## config.mk

```make
export PLATFORM = sky130hd
export DESIGN_NAME = load_store_unit_flat
export DESIGN_NICKNAME = d
export VERILOG_FILES = /design/src/rtl/lsu_pkg.sv /design/src/rtl/load_store_unit_if.sv /design/src/rtl/lsu_lane_align.sv /design/src/rtl/load_store_unit.sv /design/src/flat_wrapper.sv
export SDC_FILE = /design/constraint.sdc
export NUM_CORES = 1
export LEC_CHECK = 0
export ABC_AREA = 1
export BUFFER_PORTS_ARGS = -buffer_cell sky130_fd_sc_hd__buf_2
export CAP_MARGIN = 20
export CELL_PAD_IN_SITES_DETAIL_PLACEMENT = 1
export CELL_PAD_IN_SITES_GLOBAL_PLACEMENT = 1
export CORE_MARGIN = 2
export CORE_UTILIZATION = 35
export CTS_BUF_LIST = sky130_fd_sc_hd__clkbuf_4 sky130_fd_sc_hd__clkbuf_8 sky130_fd_sc_hd__clkbuf_16
export DETAILED_ROUTE_END_ITERATION = 8
export PLACE_DENSITY_LB_ADDON = 0.15
export REMOVE_ABC_BUFFERS = 1
export SYNTH_ARGS = -nofsm -noshare
export SYNTH_HDL_FRONTEND = slang
export SYNTH_SLANG_ARGS = --single-unit
```

## constraint.sdc

```tcl
create_clock -name i_clk -period 2 [get_ports i_clk]
set_input_delay 0.6 -clock i_clk [delete_from_list [all_inputs] [get_ports i_clk]]
set_output_delay 0.6 -clock i_clk [all_outputs]
set_load 0.005 [all_outputs]
```

## src/rtl/lsu_pkg.sv

```systemverilog
// Shared types for the load/store unit: FSM states, access-size encodings
// and the request legality check.
package lsu_pkg;

  typedef enum logic [2:0] {
    ST_IDLE   = 3'd0,
    ST_RD     = 3'd1,
    ST_RMW_RD = 3'd2,
    ST_WR     = 3'd3,
    ST_RESP   = 3'd4
  } lsu_state_t;

  localparam logic [1:0] SIZE_B = 2'b00;
  localparam logic [1:0] SIZE_H = 2'b01;
  localparam logic [1:0] SIZE_W = 2'b10;
  localparam logic [1:0] SIZE_X = 2'b11;

  // An illegal size, or an address not aligned to the access size, is an error.
  function automatic logic is_bad_req(input logic [1:0] size, input logic [1:0] offset);
    case (size)
      SIZE_B:  return 1'b0;
      SIZE_H:  return offset[0];
      SIZE_W:  return (offset != 2'b00);
      default: return 1'b1;
    endcase
  endfunction

endpackage

```

## src/rtl/load_store_unit_if.sv

```systemverilog
// Request/response channel between a requester (master) and the load/store unit (slave).
// Both channels are valid/ready: a transfer happens on the rising edge where valid
// and ready are both 1; the sender holds its payload stable while valid is 1.
interface load_store_unit_if;
  logic        req_valid;
  logic        req_ready;
  logic        req_write;
  logic [1:0]  req_size;
  logic        req_unsigned;
  logic [8:0]  req_addr;
  logic [31:0] req_wdata;
  logic        resp_valid;
  logic        resp_ready;
  logic [31:0] resp_data;
  logic        resp_err;

  modport master (
    output req_valid, req_write, req_size, req_unsigned, req_addr, req_wdata, resp_ready,
    input  req_ready, resp_valid, resp_data, resp_err
  );

  modport slave (
    input  req_valid, req_write, req_size, req_unsigned, req_addr, req_wdata, resp_ready,
    output req_ready, resp_valid, resp_data, resp_err
  );
endinterface

```

## src/rtl/lsu_lane_align.sv

```systemverilog
// Little-endian lane handling: extracts and extends a loaded lane, and merges
// store data into a previously read word.
module lsu_lane_align
  import lsu_pkg::*;
(
  input  logic [1:0]  i_size,
  input  logic        i_unsigned,
  input  logic [1:0]  i_offset,
  input  logic [31:0] i_word,
  input  logic [15:0] i_wdata,
  output logic [31:0] o_load_data,
  output logic [31:0] o_merged
);

  logic [7:0]  w_byte;
  logic [15:0] w_half;

  always_comb begin
    w_byte = 8'h00;
    case (i_offset)
      2'd0: w_byte = i_word[7:0];
      2'd1: w_byte = i_word[15:8];
      2'd2: w_byte = i_word[23:16];
      2'd3: w_byte = i_word[31:24];
      default: w_byte = 8'h00;
    endcase
    w_half = i_offset[1] ? i_word[31:16] : i_word[15:0];

    o_load_data = 32'h0;
    o_merged    = i_word;
    case (i_size)
      SIZE_B: begin
        o_load_data = {{24{w_byte[7] & ~i_unsigned}}, w_byte};
        case (i_offset)
          2'd0: o_merged[7:0]   = i_wdata[7:0];
          2'd1: o_merged[15:8]  = i_wdata[7:0];
          2'd2: o_merged[23:16] = i_wdata[7:0];
          2'd3: o_merged[31:24] = i_wdata[7:0];
          default: o_merged = i_word;
        endcase
      end
      SIZE_H: begin
        o_load_data = {{16{w_half[15] & ~i_unsigned}}, w_half};
        if (i_offset[1]) o_merged[31:16] = i_wdata;
        else             o_merged[15:0]  = i_wdata;
      end
      SIZE_W:  o_load_data = i_word;
      default: o_load_data = 32'h0;
    endcase
  end

endmodule

```

## src/rtl/load_store_unit.sv

```systemverilog
// Load/store unit: one outstanding request, aligned byte/half/word access to a
// 128-word data memory, sub-word stores done as read-modify-write.
module load_store_unit
  import lsu_pkg::*;
(
  input  logic               i_clk,
  input  logic               i_rst_n,
  load_store_unit_if.slave   req_if,
  output logic [6:0]         o_mem_address,
  output logic [31:0]        o_mem_write_data,
  output logic               o_mem_read,
  output logic               o_mem_write,
  input  logic [31:0]        i_mem_read_data,
  output lsu_state_t         o_dbg_state
);

  lsu_state_t  r_state;
  logic        r_req_ready;
  logic [8:0]  r_addr;
  logic [1:0]  r_size;
  logic        r_unsigned;
  logic        r_write;
  logic [31:0] r_mem_wdata;
  logic        r_mem_read;
  logic        r_mem_write;
  logic        r_resp_valid;
  logic [31:0] r_resp_data;
  logic        r_resp_err;

  logic        w_accept;
  logic [31:0] w_load_data;
  logic [31:0] w_merged;

  assign w_accept = req_if.req_valid && r_req_ready;

  lsu_lane_align u_lane_align (
    .i_size      (r_size),
    .i_unsigned  (r_unsigned),
    .i_offset    (r_addr[1:0]),
    .i_word      (i_mem_read_data),
    .i_wdata     (r_mem_wdata[15:0]),
    .o_load_data (w_load_data),
    .o_merged    (w_merged)
  );

  // r_mem_wdata doubles as the registered store data until the RMW merge replaces it.
  always_ff @(posedge i_clk or negedge i_rst_n) begin
    if (!i_rst_n) begin
      r_state      <= ST_IDLE;
      r_req_ready  <= 1'b1;
      r_addr       <= 9'h0;
      r_size       <= SIZE_B;
      r_unsigned   <= 1'b0;
      r_write      <= 1'b0;
      r_mem_wdata  <= 32'h0;
      r_mem_read   <= 1'b0;
      r_mem_write  <= 1'b0;
      r_resp_valid <= 1'b0;
      r_resp_data  <= 32'h0;
      r_resp_err   <= 1'b0;
    end else begin
      case (r_state)
        ST_IDLE: begin
          if (w_accept) begin
            r_req_ready <= 1'b0;
            r_addr      <= req_if.req_addr;
            r_size      <= req_if.req_size;
            r_unsigned  <= req_if.req_unsigned;
            r_write     <= req_if.req_write;
            r_mem_wdata <= req_if.req_wdata;
            if (is_bad_req(req_if.req_size, req_if.req_addr[1:0])) begin
              r_resp_valid <= 1'b1;
              r_resp_err   <= 1'b1;
              r_resp_data  <= 32'h0;
              r_state      <= ST_RESP;
            end else if (!req_if.req_write) begin
              r_mem_read <= 1'b1;
              r_state    <= ST_RD;
            end else if (req_if.req_size == SIZE_W) begin
              r_mem_write <= 1'b1;
              r_state     <= ST_WR;
            end else begin
              r_mem_read <= 1'b1;
              r_state    <= ST_RMW_RD;
            end
          end
        end
        ST_RD: begin
          r_mem_read   <= 1'b0;
          r_resp_valid <= 1'b1;
          r_resp_err   <= 1'b0;
          r_resp_data  <= r_write ? 32'h0 : w_load_data;
          r_state      <= ST_RESP;
        end
        ST_RMW_RD: begin
          r_mem_read  <= 1'b0;
          r_mem_write <= 1'b1;
          r_mem_wdata <= w_merged;
          r_state     <= ST_WR;
        end
        ST_WR: begin
          r_mem_write  <= 1'b0;
          r_resp_valid <= 1'b1;
          r_resp_err   <= 1'b0;
          r_resp_data  <= 32'h0;
          r_state      <= ST_RESP;
        end
        ST_RESP: begin
          if (req_if.resp_ready) begin
            r_resp_valid <= 1'b0;
            r_resp_err   <= 1'b0;
            r_resp_data  <= 32'h0;
            r_req_ready  <= 1'b1;
            r_state      <= ST_IDLE;
          end
        end
        default: begin
          r_mem_read   <= 1'b0;
          r_mem_write  <= 1'b0;
          r_resp_valid <= 1'b0;
          r_req_ready  <= 1'b1;
          r_state      <= ST_IDLE;
        end
      endcase
    end
  end

  assign req_if.req_ready  = r_req_ready;
  assign req_if.resp_valid = r_resp_valid;
  assign req_if.resp_data  = r_resp_data;
  assign req_if.resp_err   = r_resp_err;
  assign o_mem_address     = r_addr[8:2];
  assign o_mem_write_data  = r_mem_wdata;
  assign o_mem_read        = r_mem_read;
  assign o_mem_write       = r_mem_write;
  assign o_dbg_state       = r_state;

endmodule

```

## src/flat_wrapper.sv

```systemverilog
// flat-port wrapper written by rule: the top's interface ports become plain ports
module load_store_unit_flat import lsu_pkg::*;
  (i_clk, i_rst_n, o_mem_address, o_mem_write_data, o_mem_read, o_mem_write, i_mem_read_data, o_dbg_state, req_if_req_valid, req_if_req_write, req_if_req_size, req_if_req_unsigned, req_if_req_addr, req_if_req_wdata, req_if_resp_ready, req_if_req_ready, req_if_resp_valid, req_if_resp_data, req_if_resp_err);
  load_store_unit_if req_if_i ();
  input  logic i_clk;
  input  logic i_rst_n;
  output logic [6:0] o_mem_address;
  output logic [31:0] o_mem_write_data;
  output logic o_mem_read;
  output logic o_mem_write;
  input  logic [31:0] i_mem_read_data;
  output lsu_state_t o_dbg_state;
  input wire logic [$bits(req_if_i.req_valid)-1:0] req_if_req_valid;
  input wire logic [$bits(req_if_i.req_write)-1:0] req_if_req_write;
  input wire logic [$bits(req_if_i.req_size)-1:0] req_if_req_size;
  input wire logic [$bits(req_if_i.req_unsigned)-1:0] req_if_req_unsigned;
  input wire logic [$bits(req_if_i.req_addr)-1:0] req_if_req_addr;
  input wire logic [$bits(req_if_i.req_wdata)-1:0] req_if_req_wdata;
  input wire logic [$bits(req_if_i.resp_ready)-1:0] req_if_resp_ready;
  output wire logic [$bits(req_if_i.req_ready)-1:0] req_if_req_ready;
  output wire logic [$bits(req_if_i.resp_valid)-1:0] req_if_resp_valid;
  output wire logic [$bits(req_if_i.resp_data)-1:0] req_if_resp_data;
  output wire logic [$bits(req_if_i.resp_err)-1:0] req_if_resp_err;
  assign req_if_i.req_valid = req_if_req_valid;
  assign req_if_i.req_write = req_if_req_write;
  assign req_if_i.req_size = req_if_req_size;
  assign req_if_i.req_unsigned = req_if_req_unsigned;
  assign req_if_i.req_addr = req_if_req_addr;
  assign req_if_i.req_wdata = req_if_req_wdata;
  assign req_if_i.resp_ready = req_if_resp_ready;
  assign req_if_req_ready = req_if_i.req_ready;
  assign req_if_resp_valid = req_if_i.resp_valid;
  assign req_if_resp_data = req_if_i.resp_data;
  assign req_if_resp_err = req_if_i.resp_err;
  load_store_unit u_core (.i_clk(i_clk), .i_rst_n(i_rst_n), .req_if(req_if_i), .o_mem_address(o_mem_address), .o_mem_write_data(o_mem_write_data), .o_mem_read(o_mem_read), .o_mem_write(o_mem_write), .i_mem_read_data(i_mem_read_data), .o_dbg_state(o_dbg_state));
endmodule
```

Yosys cells after proc, flatten, opt, wreduce, memory -nomap -nowiden
Index checks and enable logic that the tools add are counted.
- mux-type cells: 44
- reductions and logical operators: 24
- bitwise operators: 7
- eq/ne operators: 20
- operator list (cell ; number):
    2-to-1 mux 32 bit ; 5
    case mux 32 bit (2 select lines) ; 2
    case mux 32 bit (4 select lines) ; 1
    case mux 32 bit (3 select lines) ; 1
    2-to-1 mux 16 bit ; 3
    2-to-1 mux 8 bit ; 4
    case mux 8 bit (4 select lines) ; 1
    AND reduction 4 bit ; 5
    2-to-1 mux 1 bit ; 16
    2-to-1 mux 3 bit ; 4
    case mux 1 bit (3 select lines) ; 4
    case mux 3 bit (4 select lines) ; 1
    == test 2 bit (second input constant) ; 4
    == test 2 x 1 -> 1 bit (second input constant) ; 3
    == test 3 x 2 -> 1 bit (second input constant) ; 2
    logical NOT 2 bit ; 3
    != test 2 x 1 -> 1 bit (second input constant) ; 3
    != test 2 bit (second input constant) ; 3
    != test 3 bit (second input constant) ; 2
    AND reduction 2 bit ; 3
    AND reduction 3 bit ; 2
    OR reduction 2 bit ; 3
    inverter 1 bit ; 5
    AND reduction 5 bit ; 1
    12 further kinds ; 14
- input port bits: 81
- output and inout port bits: 79
- flip-flop bits (word level): 85
- logic and storage cells: 109

Longest topological paths before layout
Gate-level depths: netlist of run 1.
- depth in word-level cells: 7
- gate-level depth with buffers: 11
- gate-level depth less buffers: 9

By module
Synthesis of run 1 repeated with hierarchy kept, for this count alone.
- cells, all modules: 893
- area, all modules: 5645.4 um^2
- by module, submodules not included (module ; area each (um^2) ; cells each ; sequential area each (um^2) ; times used):
    load_store_unit ; 3817.4 ; 470 ; 2128.3 ; 1
    lsu_lane_align ; 1828.0 ; 423 ; 0.0 ; 1

Least setup slack after synthesis of run 1
OpenSTA, ideal clock, no wires.
- path kind: input port to flip-flop
- from: input port req_if_req_valid
- to: register u_core.r_mem_wdata[10], in the netlist u_core.o_mem_write_data[10]
- slack: 483 ps
- required time: 1884 ps
- cell stages on the path: 7
- library setup time: 116 ps
- buffers on the path: 0
- data arrival time: 1401 ps
- path through: nand2_1 -> a21oi_2 -> inv_2 -> nor2_4 -> inv_2 -> nand2_1 -> nand2_1
- longest elaborated chain between the ends: 3
- ends and longest elaborated chain (what ; RTL line ; RTL):
    start: declaration ; flat_wrapper.sv:13 ; input wire logic [$bits(req_if_i.req_valid)-1:0] req_if_req_valid;
    logical AND 1 bit ; load_store_unit.sv:34 ; assign w_accept = req_if.req_valid && r_req_ready;
    != test 2 x 1 -> 1 bit (no line) ; - ;
    AND reduction 3 bit (no line) ; - ;
    end signal: assignment ; load_store_unit.sv:70 ; r_mem_wdata <= req_if.req_wdata;
    end signal: assignment ; load_store_unit.sv:98 ; r_mem_wdata <= w_merged;
    end: declaration ; load_store_unit.sv:23 ; logic [31:0] r_mem_wdata;
Every way passes these cells.
A chain may end at the register's enable or synchronous reset.

Worst setup path in the final report of run 1
- from: register u_core.r_size[1]
- to: register u_core.r_mem_wdata[16], in the netlist u_core.o_mem_write_data[16]
- longest elaborated chain between the ends: 3
- elaborated cells between the ends (all ways): 4
- classes of those cells: 1 x eq/ne; 2 x mux; 1 x reduce/logical
- ends and longest elaborated chain (what ; RTL line ; RTL):
    start: declaration ; load_store_unit.sv:20 ; logic [1:0] r_size;
    start signal: assignment ; load_store_unit.sv:67 ; r_size <= req_if.req_size;
    == test 2 x 1 -> 1 bit / logical NOT 2 bit (equally long branches) ; lsu_lane_align.sv:31 ; case (i_size)
    case mux 32 bit (2 select lines) * ; lsu_lane_align.sv:31 ;
    case mux 32 bit (2 select lines) * ; load_store_unit.sv:62 ; case (r_state)
Every way passes the cells marked *; elsewhere a longest branch is shown, timed or not.

==> impl_metrics.json, run 1 <==
{
  "outcome": "complete, no violations",
  "clock.fmax_mhz": 584,
  "avgRoutedWirePerCell_um": 15.9,
  "clk_latency_ps": 350,
  "grt_pass1_vias": 5522,
  "ys.flop_type": "dfrtp_1",
  "synthArstFlopShare_pct": 100,
  "portBuffers": 159,
  "maxSlewViolCount": 0,
  "cts_htree_levels": 3,
  "die-area_sq_um": 15500,
  "cts-buffers-inserted": 9,
  "coreArea_sq_um": 14400,
  "area_growth_pct": 25.5,
  "switching_share_pct": 46.6,
  "regArea_sq_um": 2130,
  "yosysWarningCount": 0,
  "mostFrequentLayoutCell": "nand2_1",
  "crit_fanout": 14,
  "pwr-share-clk_pct": 16.4,
  "antenna_found_initial": 0,
  "stdcell_area_sq_um": 6380,
  "tns_ps": 0,
  "start_kind": "flip-flop",
  "place_congestion": 0.857,
  "post-route-min-period_ps": 1710,
  "crit_path_end_kind": "flip-flop",
  "die_y_um": 125,
  "antenna_cells": 0,
  "vdd_drop_max_mv": 0.604,
  "grt_max_degree": 51,
  "ys_ff_latch": 85,
  "avgViaCountPerCell": 4.85,
  "synth_cell_type_count": 28,
  "fin_worst_skew_ps": 3.80,
  "synth_edf_count": 0,
  "clk_pin_slew_ps": 60,
  "maxCapViolations": 0,
  "postSynthAreaPerCell_sq_um": 6.53,
  "path_cells": "nor2_1 -> nand2_2 -> nand2_2 -> nand2_1 -> nand3_1 -> nand2_1 -> nand2_1",
  "num_vias": 5422,
  "path_common_cell": "nand2_1",
  "placed_cells": 1102,
  "drc": 0,
  "netlist_area_sq_um": 5090,
  "reg2reg_depth": 7,
  "synth-seq-area-share_pct": 41.8,
  "stdcell_count": 1117,
  "crit_type": "flip-flop to flip-flop",
  "drt_pass1_iterations": 4,
  "grt_pass1_wl_um": 29200,
  "dp_hpwl_um": 13700,
  "dpl_cell_area_sq_um": 6090,
  "drt_first_iter_violations": 202,
  "p_seq_share_pct": 31.7,
  "ant_nets": 0,
  "slew_headroom_pct": 75.1,
  "ios": 160,
  "drive_gt1_share_pct": 25.0,
  "clockBufferDepth": 2,
  "p_per_area_nw_per_um2": 1590,
  "dieWidth_um": 125,
  "n_fill_cell": 1947,
  "rr_startpoint": "u_core.r_size[1]",
  "r2r_setup_slack_ps": 290,
  "worst_slew_pin_slew_ps": 373,
  "num-nets-final": 1010,
  "multi_input_area_sq_um": 2460,
  "grt_use_total_pct": 23.5,
  "rsz0062_at_grt": "false",
  "internal_power_mw": 5.41,
  "cts_tree": "built",
  "r2r-end": "u_core.o_mem_write_data[16]",
  "setup_viol": 0,
  "worstHoldPathType": "input pin to asynchronous set/reset pin",
  "root_buffer": "clkbuf_16",
  "combPwrFrac_pct": 51.9,
  "totalWireLength_um": 17800,
  "required_ps": 2290,
  "fin_crit_sh_pct": 85.6,
  "crit_slowest_cell": "dfrtp_1",
  "cpPeakStageDelay_ps": 510,
  "grt-ovfl-total": 0,
  "rows": 44,
  "start_util_pct": 35.4,
  "power.leakage_nw": 3.87,
  "switchingPower_mw": 4.72,
  "layout_common_cells": "402 x nand2_1, 158 x buf_2, 84 x dfrtp_1",
  "syn_inst": 779,
  "clock_sink_count": 85,
  "arrival_ps": 2000,
  "hold_viol_final": 0
}
through the flow:
step / setup slack [ps] / hold slack (ps) / total power [mW] / util, %
2_1_floorplan: 107 / 304 / 6.18 / -
3_3_place_gp: 294 / 410 / 8.27 / 42.4
3_5_place_dp: 158 / 410 / 8.48 / 42.4
4_1_cts: 136 / 36.4 / 10.2 / 44.4
5_1_grt: 126 / 41.4 / 11.1 / 44.4
6_report: 288 / 42.0 / 10.1 / 44.4
cell type report:
type                    count  area share, %
clock buffers              14           4.41
clock inverters             1         0.0784
inverters                  84           4.94
multi-input cells         574           38.5
flip-flops and latches     85           33.3
well taps                 184           3.61
repair buffers            175           15.2
worst max-delay path by stage:
stage                                   to  depth (start not counted)                   from
3_3_place_gp   u_core.req_if.resp_data[18]                          7    i_mem_read_data[23]
4_1_cts        u_core.req_if.resp_data[10]                          7       u_core.r_size[1]
3_5_place_dp   u_core.req_if.resp_data[10]                          7       u_core.r_size[1]
6_report       u_core.o_mem_write_data[16]                          7       u_core.r_size[1]
2_1_floorplan   u_core.req_if.resp_data[4]                          5  u_core.o_dbg_state[2]
5_1_grt        u_core.req_if.resp_data[31]                          8       u_core.r_size[0]
metal layers:
| metal | part of all wire (%) | vias to the layer above | GRT usage (%) |
|---|---|---|---|
| met5 | 0 | - | 0 |
| met4 | 2.0 | 0 | 8.00 |
| met3 | 4.6 | 24 | 3.48 |
| met2 | 47 | 130 | 37.2 |
| met1 | 47 | 2580 | 33.0 |
| li1 | - | 2688 | - |
power groups by stage:
stage                     sequential [mW]  clock (mW)  combinational, mW
after global routing                 3.33        1.75               5.99
final                                3.21        1.66               5.26
after CTS                            3.21        1.69               5.31
after floorplan                      3.18           0               3.01
after detailed placement             3.23           0               5.26
after global placement               3.18           0               5.10
Yosys cell counts, drive strengths merged (2+ instances only):
cell    count  area (sq um)
nand2     409          1550
dfrtp      84          2100
inv        84           315
nand3      60           315
o21ai      54           270
buf        31           184
nor2       26           125
a21oi       9          52.6
a22oi       8          60.1
clkbuf      5          20.0
nand4       2          18.8
o22ai       2          12.5
worst max-delay path, delay by kind of cell (launching register included):
| kind | cells | cell delay (ps) |
|---|---|---|
| and+or+nand+nor | 7 | 1150 |
| DFF | 1 | 510 |
sequential cells by signal, summed over array words and instances (netlist names), 2 cells and up:
signal,flops
u_core.req_if.resp_data,32
u_core.r_size,2
u_core.o_mem_write_data,32
u_core.o_dbg_state,3
u_core.r_addr,9
what timing repair did:
item / in CTS / in global routing
setup endpoints to repair: 0 / 7
buffers inserted: 0 / 0
gates resized for setup: 0 / 1
hold buffers: 0 / 0
cells by family (layout without fill, tap and decap cells):
| group | Yosys count | count (layout) | share of synthesized area (%) |
|---|---|---|---|
| and+or+nand+nor | 499 | 499 | 39.8 |
| buffers and inverters | 120 | 274 | 10.2 |
| DFF | 85 | 85 | 41.8 |
| AOI/OAI and AO/OA | 75 | 75 | 8.16 |
Note: power is estimated with default switching activity, not from simulation.
==> run 2: changes to the inputs <==
--- a/config.mk
+++ b/config.mk
@@ -10,7 +10,7 @@
 export CAP_MARGIN = 20
 export CELL_PAD_IN_SITES_DETAIL_PLACEMENT = 1
 export CELL_PAD_IN_SITES_GLOBAL_PLACEMENT = 1
-export CORE_MARGIN = 2
+export CORE_MARGIN = 4
 export CORE_UTILIZATION = 35
 export CTS_BUF_LIST = sky130_fd_sc_hd__clkbuf_4 sky130_fd_sc_hd__clkbuf_8 sky130_fd_sc_hd__clkbuf_16
 export DETAILED_ROUTE_END_ITERATION = 8
@@ -18,4 +18,5 @@
 export REMOVE_ABC_BUFFERS = 1
 export SYNTH_ARGS = -nofsm -noshare
 export SYNTH_HDL_FRONTEND = slang
+export SYNTH_HIERARCHICAL = 1
 export SYNTH_SLANG_ARGS = --single-unit
==> impl_metrics.json, run 2 <==
{
  "slew_headroom_pct": 43.1,
  "synth_top_area_share_pct": 37.2,
  "totalWireLength_um": 19700,
  "vdd_drop_max_mv": 0.762,
  "layout_common_cells": "406 x nand2_1, 158 x buf_2, 93 x inv_1",
  "wl_met1_um": 8710,
  "grt_pass1_vias": 6455,
  "grt_pass1_wl_um": 32200,
  "ys.flop_type": "dfrtp_1",
  "cts_hold_buf": 0,
  "num_vias": 6152,
  "dp_hpwl_um": 14300,
  "grt_max_degree": 86,
  "p_total_mw": 11.2,
  "rows": 46,
  "postSynthAreaPerCell_sq_um": 6.32,
  "portBuffers": 159,
  "hold_viol_final": 0,
  "p_per_area_nw_per_um2": 1620,
  "antenna_cells": 0,
  "drive_gt1_share_pct": 21.4,
  "maxCapViolations": 0,
  "post-cts-setup-buffers": 0,
  "clock_sink_count": 85,
  "die_y_um": 135,
  "top_layer": "met4",
  "synth-seq-area-share_pct": 37.7,
  "avgViaCountPerCell": 4.89,
  "tns_ps": 0,
  "synth_cell_type_count": 27,
  "grt_use_total_pct": 22.1,
  "avgRoutedWirePerCell_um": 15.6,
  "drc": 0,
  "setup_viol": 0,
  "power.leakage_nw": 4.13,
  "rsz0062_at_grt": "false",
  "post-route-min-period_ps": 1760,
  "start_kind": "flip-flop",
  "die-area_sq_um": 18200,
  "worstHoldPathType": "input pin to asynchronous set/reset pin",
  "ant_nets": 0,
  "cts-buffers-inserted": 9,
  "holdWs_ps": 262,
  "yosysWarningCount": 6,
  "crit_path_end_kind": "flip-flop",
  "synth_edf_count": 0,
  "rr_startpoint": "u_core/r_size[1]",
  "r2r_setup_slack_ps": 240,
  "reg2reg_depth": 7,
  "drt_first_iter_violations": 313,
  "start_util_pct": 35.7,
  "placed_cells": 1241,
  "final_util_pct": 43.9,
  "yosysMostFrequentCell": "nand2_1",
  "grt-ovfl-total": 0,
  "clk_pin_slew_ps": 70,
  "synthArstFlopShare_pct": 100,
  "startpoint": "u_core/r_size[1]",
  "drt_pass1_iterations": 4,
  "netlist_area_sq_um": 5650,
  "maxSlewViolCount": 0,
  "fin_crit_sh_pct": 88.2,
  "wl_met3_um": 910,
  "ctsResizeCount": 0,
  "area_growth_pct": 23.0,
  "mostFrequentLayoutCell": "nand2_1",
  "cts_htree_levels": 3,
  "cts_tree": "built",
  "ios": 160,
  "outcome": "complete, no violations",
  "clk_latency_ps": 350,
  "clock.fmax_mhz": 567,
  "synth.top_cells.by_count": "406 x nand2_1, 93 x inv_1, 89 x o21ai_0",
  "stdcell_count": 1257,
  "required_ps": 2260,
  "synth_area_leaders": "dfrtp_1 37%, nand2_1 27%, o21ai_0 7.9%",
  "synth_top_area_cell": "dfrtp_1",
  "root_buffer": "clkbuf_16",
  "met2_length_um": 9710,
  "ys_ff_latch": 85,
  "crit_type": "flip-flop to flip-flop",
  "worst_slew_pin_slew_ps": 848,
  "arrival_ps": 2030,
  "num-nets-final": 1117,
  "crit_fanout": 8,
  "syn_inst": 893,
  "fin_worst_skew_ps": 5.38,
  "place_congestion": 0.824,
  "dieWidth_um": 135,
  "antenna_found_initial": 0,
  "r2r-end": "u_core/o_mem_write_data[13]",
  "coreArea_sq_um": 15800,
  "clockBufferDepth": 2
}
run 2: layer usage:
layer,vias to the layer above,global-route usage (%)
li1,3048,-
met4,0,6.77
met2,122,39.0
met1,2963,27.4
met3,19,3.99
met5,-,0
run 2: worst max-delay path by stage:
stage	endpoint	slack, ps	cells past startpoint
after floorplan	u_core/req_if.resp_data[10]	-300	7
after global placement	u_core/req_if.resp_data[6]	260	9
after detailed placement	u_core/req_if.resp_data[3]	220	9
after CTS	u_core/o_mem_write_data[5]	210	9
after global routing	u_core/o_mem_write_data[6]	50	8
final	u_core/o_mem_write_data[13]	240	7
run 2: logic make-up after synthesis:
| kind of cell | Yosys count | share of synthesized area (%) |
|---|---|---|
| AND/OR/NAND/NOR | 510 | 36.2 |
| buffers and inverters | 150 | 11.8 |
| flip-flops | 85 | 37.7 |
| AO/OA/AOI/OAI | 148 | 14.3 |
run 2: power by group:
group          internal [mW]  leakage [nW]  switching [mW]  total (mW)
sequential              2.52          1.10           0.662        3.18
clock                  0.929         0.135           0.748        1.68
combinational           2.28          2.90            4.09        6.37
total                   5.73          4.13            5.50        11.2
run 2: area by class of cell:
cell class	count	area (sq um)
clock inverters	4	31.3
repair buffers	181	1010
well taps	216	270
fillers	2176	8890
flip-flops and latches	85	2130
clock buffers	12	260
multi-input cells	658	2860
inverters	101	379
run 2: critical path: stages (launching register included):
cell and delay, ps:
dfrtp_1 470, nor2_4 180, nand2_1 160, inv_1 390
nand2_1 110, nand3_1 100, o21ai_0 90, o21ai_0 180
run 2: per-stage QoR:
| stage | instance area [sq um] | setup WS, ps |
|---|---|---|
| after floorplan | 5360 | -298 |
| after global placement | 6650 | 265 |
| after detailed placement | 6650 | 216 |
| after CTS | 6940 | 209 |
| after global routing | 6940 | 54.6 |
| final | 6940 | 235 |
==> run 3: changes to the inputs <==
--- a/config.mk
+++ b/config.mk
@@ -13,9 +13,11 @@
 export CORE_MARGIN = 4
 export CORE_UTILIZATION = 35
 export CTS_BUF_LIST = sky130_fd_sc_hd__clkbuf_4 sky130_fd_sc_hd__clkbuf_8 sky130_fd_sc_hd__clkbuf_16
+export CTS_CLUSTER_DIAMETER = 50
 export DETAILED_ROUTE_END_ITERATION = 8
-export PLACE_DENSITY_LB_ADDON = 0.15
+export PLACE_DENSITY_LB_ADDON = 0.1
 export REMOVE_ABC_BUFFERS = 1
+export SKIP_CTS_REPAIR_TIMING = 1
 export SYNTH_ARGS = -nofsm -noshare
 export SYNTH_HDL_FRONTEND = slang
 export SYNTH_HIERARCHICAL = 1
==> impl_metrics.json, run 3 (same netlist as run 2, synthesis figures left out) <==
{
  "arrival_ps": 2100,
  "root_buffer": "clkbuf_16",
  "cts-buffers-inserted": 9,
  "grt-ovfl-total": 0,
  "worst_slew_pin_slew_ps": 806,
  "area_growth_pct": 23.0,
  "rsz0062_at_grt": "false",
  "dpl_cell_area_sq_um": 6640,
  "grt_pass1_wl_um": 31900,
  "setup_viol": 0,
  "layout_common_cells": "406 x nand2_1, 158 x buf_2, 92 x inv_1",
  "ios": 160,
  "outcome": "complete, no violations",
  "totalWireLength_um": 19500,
  "final_util_pct": 43.9,
  "start_kind": "flip-flop",
  "drc": 0,
  "drive_gt1_share_pct": 21.7,
  "slew_headroom_pct": 45.9,
  "cts_htree_levels": 3,
  "coreArea_sq_um": 15800,
  "avgViaCountPerCell": 4.83,
  "num_vias": 6058,
  "holdWs_ps": 112,
  "setup_slack_ps": 188,
  "dieWidth_um": 135,
  "mostFrequentLayoutCell": "nand2_1",
  "grt_use_total_pct": 22.0,
  "cts_tree": "built",
  "stdcell_count": 1255,
  "antenna_found_initial": 0,
  "path_cells": "nor2_4 -> nand2_2 -> inv_2 -> nand2_1 -> nand3_2 -> buf_4 -> nand2_1 -> nand2_1",
  "vdd_drop_max_mv": 0.621,
  "crit_path_end_kind": "flip-flop",
  "required_ps": 2290,
  "clock_sink_count": 85,
  "fin_worst_skew_ps": 8.23,
  "crit_type": "flip-flop to flip-flop",
  "avgRoutedWirePerCell_um": 15.5,
  "portBuffers": 159,
  "worstHoldPathType": "input pin to asynchronous set/reset pin",
  "power.leakage_nw": 4.13,
  "p_total_mw": 11.1,
  "antenna_cells": 0,
  "rows": 46,
  "place_congestion": 0.850,
  "clk_latency_ps": 350,
  "clk_pin_slew_ps": 70,
  "die-area_sq_um": 18200,
  "p_per_area_nw_per_um2": 1600,
  "num-nets-final": 1116,
  "path_common_cell": "nand2_1",
  "grt_pass1_vias": 6170,
  "ant_nets": 0,
  "die_y_um": 135,
  "dp_slack_ps": 106,
  "cpPeakStageDelay_ps": 490,
  "drt_first_iter_violations": 306,
  "start_util_pct": 35.7,
  "fin_crit_sh_pct": 90.6,
  "post-route-min-period_ps": 1810,
  "placed_cells": 1240,
  "hold_viol_final": 0,
  "stdcell_area_sq_um": 6940,
  "maxSlewViolCount": 0,
  "crit_fanout": 33,
  "clock.fmax_mhz": 552,
  "maxCapViolations": 0,
  "dp_hpwl_um": 14400,
  "crit_slowest_cell": "dfrtp_1",
  "drt_pass1_iterations": 4,
  "tns_ps": 0,
  "clockBufferDepth": 2,
  "grt_max_degree": 65
}
==> run 3: cell type report <==
cell class              instances  area, sq um
fillers                      2186         8880
clock inverters                 4         33.8
clock buffers                  11          253
multi-input cells             658         2870
inverters                     101          383
flip-flops and latches         85         2130
well taps                     216          270
repair buffers                180         1010
==> run 3: final timing paths <==
check | slack, ps | end | from | depth (start not counted)
worst max register to register | 190 | u_core/req_if.resp_data[13] | u_core/o_dbg_state[2] | 8
worst min register to register | 470 | u_core/req_if.resp_data[15] | u_core/req_if.resp_data[15] | 2
max in group asynchronous | 1360 | u_core/req_if.req_ready | i_rst_n | 2
min in group i_clk | 440 | u_core/r_addr[7] | req_if_req_addr[7] | 3
worst min-delay path | 110 | u_core/o_mem_write_data[18] | i_rst_n | 1
worst max-delay path | 190 | u_core/req_if.resp_data[13] | u_core/o_dbg_state[2] | 8
==> run 3: power by group <==
group / internal, mW / total (mW) / switching [mW]
clock network: 0.911 / 1.66 / 0.752
logic: 2.20 / 6.21 / 4.01
registers: 2.53 / 3.23 / 0.706
total: 5.63 / 11.1 / 5.47
==> run 3: routing by layer <==
layer / global-route usage [%] / routed length (um) / up-vias
li1: - / - / 3050
met1: 28.2 / 8730 / 2870
met2: 38.0 / 9470 / 120
met3: 5.63 / 1050 / 18
met4: 3.98 / 204 / 0
met5: 0 / 0 / -
==> run 3: critical path: cells and delay by family (launching register included) <==
| family | cells | cell delay [ps] |
|---|---|---|
| buffers and inverters | 2 | 450 |
| AND/OR/NAND/NOR | 6 | 810 |
| flip-flops | 1 | 490 |
